==> src/rtl/rtc_cmd_sched.sv <==
// Command scheduler for an RTC read/write engine: latches user and periodic
// requests, grants them one at a time by fixed priority and supervises each run.
module rtc_cmd_sched #(
   parameter int READ_PERIOD = 10000000,
   parameter int GAP_CYC     = 10,
   parameter int TIMEOUT     = 1000
) (
   input  logic       clk,
   input  logic       reset,
   input  logic       req_inic,
   input  logic       req_stop_ring,
   input  logic       req_hora,
   input  logic       req_fecha,
   input  logic       req_timer,
   input  logic       auto_read_en,
   input  logic       rtc_ready,
   output logic       eng_rst,
   output logic       inic,
   output logic       stop_ring,
   output logic       esc_hora,
   output logic       esc_fecha,
   output logic       esc_timer,
   output logic       leer,
   output logic       busy,
   output logic       done,
   output logic       err,
   output logic [2:0] cur_cmd,
   output logic [1:0] state_dbg
);

   localparam int RW = (READ_PERIOD > 1) ? $clog2(READ_PERIOD) : 1;
   localparam int GW = (GAP_CYC > 1) ? $clog2(GAP_CYC) : 1;
   localparam int TW = (TIMEOUT > 1) ? $clog2(TIMEOUT) : 1;
   localparam logic [RW-1:0] RD_LAST  = RW'(READ_PERIOD - 1);
   localparam logic [GW-1:0] GAP_LAST = GW'(GAP_CYC - 1);
   localparam logic [TW-1:0] TMO_LAST = TW'(TIMEOUT - 1);

   typedef enum logic [1:0] {
      S_IDLE = 2'd0,
      S_RUN  = 2'd1,
      S_DONE = 2'd2
   } state_t;

   state_t          state;
   logic [5:0]      pend;
   logic [5:0]      req_vec;
   logic [5:0]      grant_mask;
   logic [5:0]      cmd_lines;
   logic [2:0]      grant_code;
   logic            grant_ok;
   logic            rd_wrap;
   logic [RW-1:0]   rd_cnt;
   logic [GW-1:0]   gap_cnt;
   logic [TW-1:0]   tmo_cnt;

   // Handshake: a command line stays high for the whole RUN; the engine ends the
   // transaction with a one-cycle rtc_ready pulse, which is ignored outside RUN.
   assign rd_wrap   = auto_read_en && (rd_cnt == RD_LAST);
   assign req_vec   = {rd_wrap, req_timer, req_fecha, req_hora, req_stop_ring, req_inic};
   assign {leer, esc_timer, esc_fecha, esc_hora, stop_ring, inic} = cmd_lines;
   assign state_dbg = state;

   // Bit 0 (inic) has the highest priority; descending loop lets it win last.
   always_comb begin
      grant_mask = 6'd0;
      grant_code = 3'd0;
      for (int i = 5; i >= 0; i--) begin
         if (pend[i]) begin
            grant_mask = 6'd1 << i;
            grant_code = 3'(i + 1);
         end
      end
      grant_ok = (state == S_IDLE) && (pend != 6'd0) && (gap_cnt >= GAP_LAST);
   end

   always_ff @(posedge clk) begin
      if (reset) begin
         state     <= S_IDLE;
         pend      <= 6'b000001;
         rd_cnt    <= '0;
         gap_cnt   <= '0;
         tmo_cnt   <= '0;
         cmd_lines <= 6'd0;
         eng_rst   <= 1'b1;
         busy      <= 1'b0;
         done      <= 1'b0;
         err       <= 1'b0;
         cur_cmd   <= 3'd0;
      end else begin
         if (!auto_read_en || rd_cnt == RD_LAST) rd_cnt <= '0;
         else                                    rd_cnt <= rd_cnt + 1'b1;

         // A request landing on its own grant cycle re-arms the flag.
         pend <= (pend & ~(grant_ok ? grant_mask : 6'd0)) | req_vec;
         done <= 1'b0;

         case (state)
            S_IDLE: begin
               if (gap_cnt < GAP_LAST) gap_cnt <= gap_cnt + 1'b1;
               if (grant_ok) begin
                  state     <= S_RUN;
                  cmd_lines <= grant_mask;
                  cur_cmd   <= grant_code;
                  eng_rst   <= 1'b0;
                  busy      <= 1'b1;
                  tmo_cnt   <= '0;
               end
            end
            S_RUN: begin
               if (rtc_ready || tmo_cnt == TMO_LAST) begin
                  state     <= S_DONE;
                  cmd_lines <= 6'd0;
                  cur_cmd   <= 3'd0;
                  eng_rst   <= 1'b1;
                  busy      <= 1'b0;
                  done      <= rtc_ready;
                  err       <= !rtc_ready;
               end else begin
                  tmo_cnt <= tmo_cnt + 1'b1;
               end
            end
            S_DONE: begin
               state   <= S_IDLE;
               gap_cnt <= '0;
            end
            default: state <= S_IDLE;
         endcase
      end
   end

endmodule

==> config.mk <==
export PLATFORM = sky130hd
export DESIGN_NAME = rtc_cmd_sched
export DESIGN_NICKNAME = d
export VERILOG_FILES = /design/src/rtl/rtc_cmd_sched.sv
export SDC_FILE = /design/constraint.sdc
export NUM_CORES = 1
export LEC_CHECK = 0
export BUFFER_PORTS_ARGS = -buffer_cell sky130_fd_sc_hd__buf_2
export CAP_MARGIN = 10
export CORE_ASPECT_RATIO = 0.75
export CORE_MARGIN = 2
export CORE_UTILIZATION = 58
export CTS_CLUSTER_SIZE = 40
export DETAILED_ROUTE_END_ITERATION = 10
export PLACE_DENSITY = 0.78
export SLEW_MARGIN = 20
export SYNTH_ARGS = -nofsm -noshare
export SYNTH_HDL_FRONTEND = slang
export SYNTH_SLANG_ARGS = --single-unit
==> constraint.sdc <==
create_clock -name clk -period 2.1 [get_ports clk]
set_input_delay 0.42 -clock clk [delete_from_list [all_inputs] [get_ports clk]]
set_output_delay 0.42 -clock clk [all_outputs]
set_load 0.1 [all_outputs]
After elaboration in Yosys (flattened, before gate mapping):

Index checks and enable logic that the tools add are counted.

* logic and storage cells: 80
* input port bits: 9
* register bits after elaboration: 59
* output and inout bits: 15

* add/sub/neg operators: 3
* reductions and logical operators: 18
* multiplexer cells: 33
* equality and inequality tests: 8
* bitwise logic cells: 5
* magnitude comparators: 2

Operators by type and width (count)
* $mux 6: 9
* $add 24x1->24 const B: 1
* $eq 24x24->1 const B: 1
* $mux 3: 8
* $mux 10: 2
* $pmux 10 s2: 1
* $pmux 6 s2: 1
* $add 10x1->10 const B: 1
* $eq 10x10->1 const B: 1
* $pmux 4 s2: 1
* $and 6x6->6: 1
* $ne 2x2->1 const B: 3
* $not 6->6: 1
* $or 6x6->6: 1
* $pmux 3 s2: 1
* $reduce_and 2->1: 3
* $reduce_and 3->1: 2
* $reduce_bool 6->1: 1
* $add 4x1->4 const B: 1
* $ge 4x4->1 const B: 1
* $lt 4x4->1 const B: 1
* $mux 1: 4
* $mux 2: 2
* $mux 4: 1
* other kinds (13): 20

Logic depth before layout (Yosys ltp):

* depth in word-level cells: 10
* depth in mapped cells: 8
* gate-level depth less buffers: 7

Worst setup path before layout:

Ideal clock, no wire load.

* kind: register to register
* start: register state[0] (netlist: state_dbg[0])
* end: register tmo_cnt[6]
* required time: 2030 ps
* stages on the path, launching flop included: 6
* slack: -88 ps
* buffers on the path: 0
* period minus slack after synthesis: 2188 ps
* library setup time: 70 ps
* arrival time: 2119 ps
* cell sequence: dfxtp_1 nor3b_2 o31a_2 nand2_1 or3_1 a21oi_1

* word-level cells in the longest chain between the ends: 5
* elaborated cells between the ends (all ways): 9
* those cells by class: 3 x eq/ne; 1 x mux; 5 x reduce/logical

Ends and longest elaborated chain
* from (decl): RTL line 44 `state_t state;`
* from (signal assigned): RTL line 78 `state <= S_IDLE;`
* from (signal assigned): RTL line 101 `state <= S_RUN;`
* from (signal assigned): RTL line 111 `state <= S_DONE;`
* $logic_not 2->1: RTL line 73, 97
* $logic_and 1x1->1 (2 in a row): RTL line 73 `grant_ok = (state == S_IDLE) && (pend != 6'd0) && (gap_cnt >= GAP_LAST);`
* $ne 2x2->1 (no source line)
* $reduce_and 3->1 (no source line)
* to (signal assigned): RTL line 119 `tmo_cnt <= tmo_cnt + 1'b1;`
* to (decl): RTL line 54 `logic [TW-1:0] tmo_cnt;`

Parallel ways exist; a longest one is shown, timed or not.
A chain may end at the register's enable or synchronous reset.

Worst setup path after layout:

* start: register gap_cnt[0]
* end: register cmd_lines[3]

* word-level cells in the longest chain between the ends: 4

Ends and longest elaborated chain
* from (decl): RTL line 53 `logic [GW-1:0] gap_cnt;`
* from (signal assigned): RTL line 99 `if (gap_cnt < GAP_LAST) gap_cnt <= gap_cnt + 1'b1;`
* $ge 4x4->1: RTL line 73
* $logic_and 1x1->1: RTL line 73
* $ne 2x2->1 (no source line)
* $reduce_and 3->1 (no source line)
* to (signal assigned): RTL line 102 `cmd_lines <= grant_mask;`
* to (decl): RTL line 48 `logic [5:0] cmd_lines;`

No other way between the ends.

==> results.tsv <==
metric	value	unit
CP cell instances	inv_1 -> ha_1 -> nand2b_1 -> o21ai_2 -> nor4_1 -> a22o_1	
Worst-Skew Late Latency	330	ps
crit-path max FO	7	
Post-Synthesis Cells	292	
WHS Path Cells	2	
initial antenna violation count	0	
RSZ-0062 raised after global routing	false	
number of flops mapped to enable cells by yosys	0	
slew of the pin with the lowest slew margin	653	ps
layout cells sized above 1	17.7	%
power share of the combinational group	3.7	%
largest cells by area after synthesis	dfxtp_1 45%, xor2_1 7.6%, nor2_1 6.7%	
dpl ws	277	ps
Ports	24	
Seq/Total Area, Yosys	44.5	%
worst r2r src	gap_cnt[0]	
Antenna Diode Count	0	
# rows	21	
status	finished, final reports clean	
crit path time final	1860	ps
CP peak stage delay	580	ps
die height	62.6	um
total CTS buffers	9	
Crit-path slowest cell	nor4_1	
Mapped Area	2650	sq um
largest net degree at the start of global routing	24	
clock skew	7.20	ps
initial core utilization	59.7	%
NumNets Final	331	
Post-synth top flop	dfxtp_1	
Post-synth ARST share	0	%
metal3 WL	244	um
Bufs on Longest Clock Path	2	
post-synth cell types	54	
Die Footprint	5140	sq um
R2R cell count	6	
GRT overflow	0	
crit start category	register	
hold_ws	271	ps
drt drc	0	
Tcrit/Tclk final	88.5	%
global router's overall resource usage	21.7	%
remaining antenna violation count	0	
met2 WL	2110	um
Sink Count	59	
Post-DP HPWL	3520	um
first-pass GRT wire length	8670	um
Buffers on Ports	23	
chip width	82.1	um
Pwr Total	2.47	mW
switching pwr	490	uW
post-CTS setup buffer count	0	
min-delay worst type	in2reg	
Max Clk Rate	538	MHz
hold_sp	req_inic	
CP arrival	2130	ps
Setup TNS	0	ps
number of max-cap violations	0	
Design Area, Final	3030	sq um
Final WS setup	242	ps
drt total wl	5040	um
DRT iter0 DRCs	86	
P_int	1.98	mW
Leak	1.12	nW
VDD IR-drop max	0.000791	V
Worst slew margin	56.1	%
Crit path required time	2370	ps
clock power share	49.8	%
Register Area	1180	sq um
DP Area	2790	sq um
most frequent cell after synthesis	dfxtp_1	
total number of vias	2085	
clk root buf	clkbuf_8	
top cells by count, synth	59 x dfxtp_1, 47 x nor2_1, 23 x xor2_1	
WL met1	2650	um
Fin. Hold Viols	0	
CTS clk-pin slew, worst paths	60	ps
vias in the first global route	1995	
WL/cell	13.3	um
launch point of the worst path	gap_cnt[0]	
Syn Nets	306	
CTS tree	done	
footprint of the multi-input gates	1370	sq um
Crit. End Element	register	
Yosys top cell area share	44.5	%
Core Box Area	4440	sq um
Placer Congestion	0.778	
final setup violating endpoints	0	
Slew Viols, Final	0	
# hold bufs at CTS	0	
Seq pwr share	46.5	%
switching share of power	19.8	%
area leader, netlist	dfxtp_1	
PwrDens	815	nW/um^2
FILL cells	343	
Layout area overhead	14.3	%
Max Used Layer	met4	
DRT Pass-1 Iters	4	
Synth Area per Inst	9.08	sq um
Yosys Warn Count	0	
register bit total from synthesis	59	
Vias/cell	5.50	
post-CTS sizing	0	
WS Path Type	reg2reg	
# H-tree levels	3	
## cell type report
cell class,instances,area share (%)
clock inverter,5,3.30
sequential,59,39.0
clock buffer,11,4.66
timing repair buffer,25,4.29
tap,57,2.35
inverter,10,1.24
multi-input combinational,212,45.2
## critical path: cells and delay by family (launching register included)
family / cells / cell delay [ps]
compound gates: 2 / 370
fa+ha+maj: 1 / 190
buf+inv: 1 / 80
flops: 1 / 390
simple gates: 2 / 760
## path summary, 6_finish.rpt
kind                  end  slack [ps]
min reg2reg  cmd_lines[2]         470
min               pend[0]         270
max reg2reg  cmd_lines[3]         240
max          cmd_lines[3]         240
## per-layer routing
layer	track usage, %	vias up
li1	-	1080
met1	30.3	963
met2	30.9	36
met3	7.08	6
met4	8.33	0
met5	0	-
## per-stage QoR
step,utilization (%),instances
detailed placement,62.9,363
floorplan,-,292
CTS,68.3,379
global placement,62.9,363
finish,68.3,379
global route,68.3,379
## registers in the layout (all words and copies together) (netlist names), 2 cells and up
| signal | count |
|---|---|
| rd_cnt | 24 |
| state_dbg | 2 |
| cur_cmd | 3 |
| gap_cnt | 4 |
| pend | 6 |
| tmo_cnt | 10 |
| cmd_lines | 6 |
## kinds of logic after synthesis
logic type	Yosys count	synth area share, %
adders and majority gates	5	2.36
and+or+nand+nor	137	28.3
buffers and inverters	21	3.82
xor gates and xnor gates	29	9.58
AOI/OAI and AO/OA	41	11.4
DFF	59	44.5
## power groups by stage
stage	registers (mW)	logic [mW]	clock network (mW)
CTS	1.15	0.0933	1.26
detailed placement	1.17	0.0922	0
floorplan	1.17	0.0649	0
global placement	1.17	0.0904	0
global route	1.15	0.103	1.31
finish	1.15	0.0925	1.23
## placed cells by master, fill, tap and decap left out, types with 3 or more instances in the layout
| cell | instances |
|---|---|
| a22o_1 | 3 |
| nor2_1 | 47 |
| a21oi_1 | 10 |
| dfxtp_1 | 58 |
| inv_1 | 10 |
| nor4_1 | 4 |
| clkbuf_8 | 10 |
| nor3_1 | 5 |
| nand2_1 | 18 |
| buf_2 | 23 |
| and3_1 | 6 |
| or3_1 | 3 |
| nand3_1 | 13 |
| bufinv_16 | 3 |
| nand4_1 | 12 |
| ha_1 | 5 |
| o22ai_1 | 4 |
| nor3b_1 | 3 |
| xnor2_1 | 6 |
| nor3_2 | 3 |
| nand2b_1 | 5 |
| o21ai_0 | 6 |
| xor2_1 | 23 |
No activity file was read; power rests on OpenSTA's default activity.
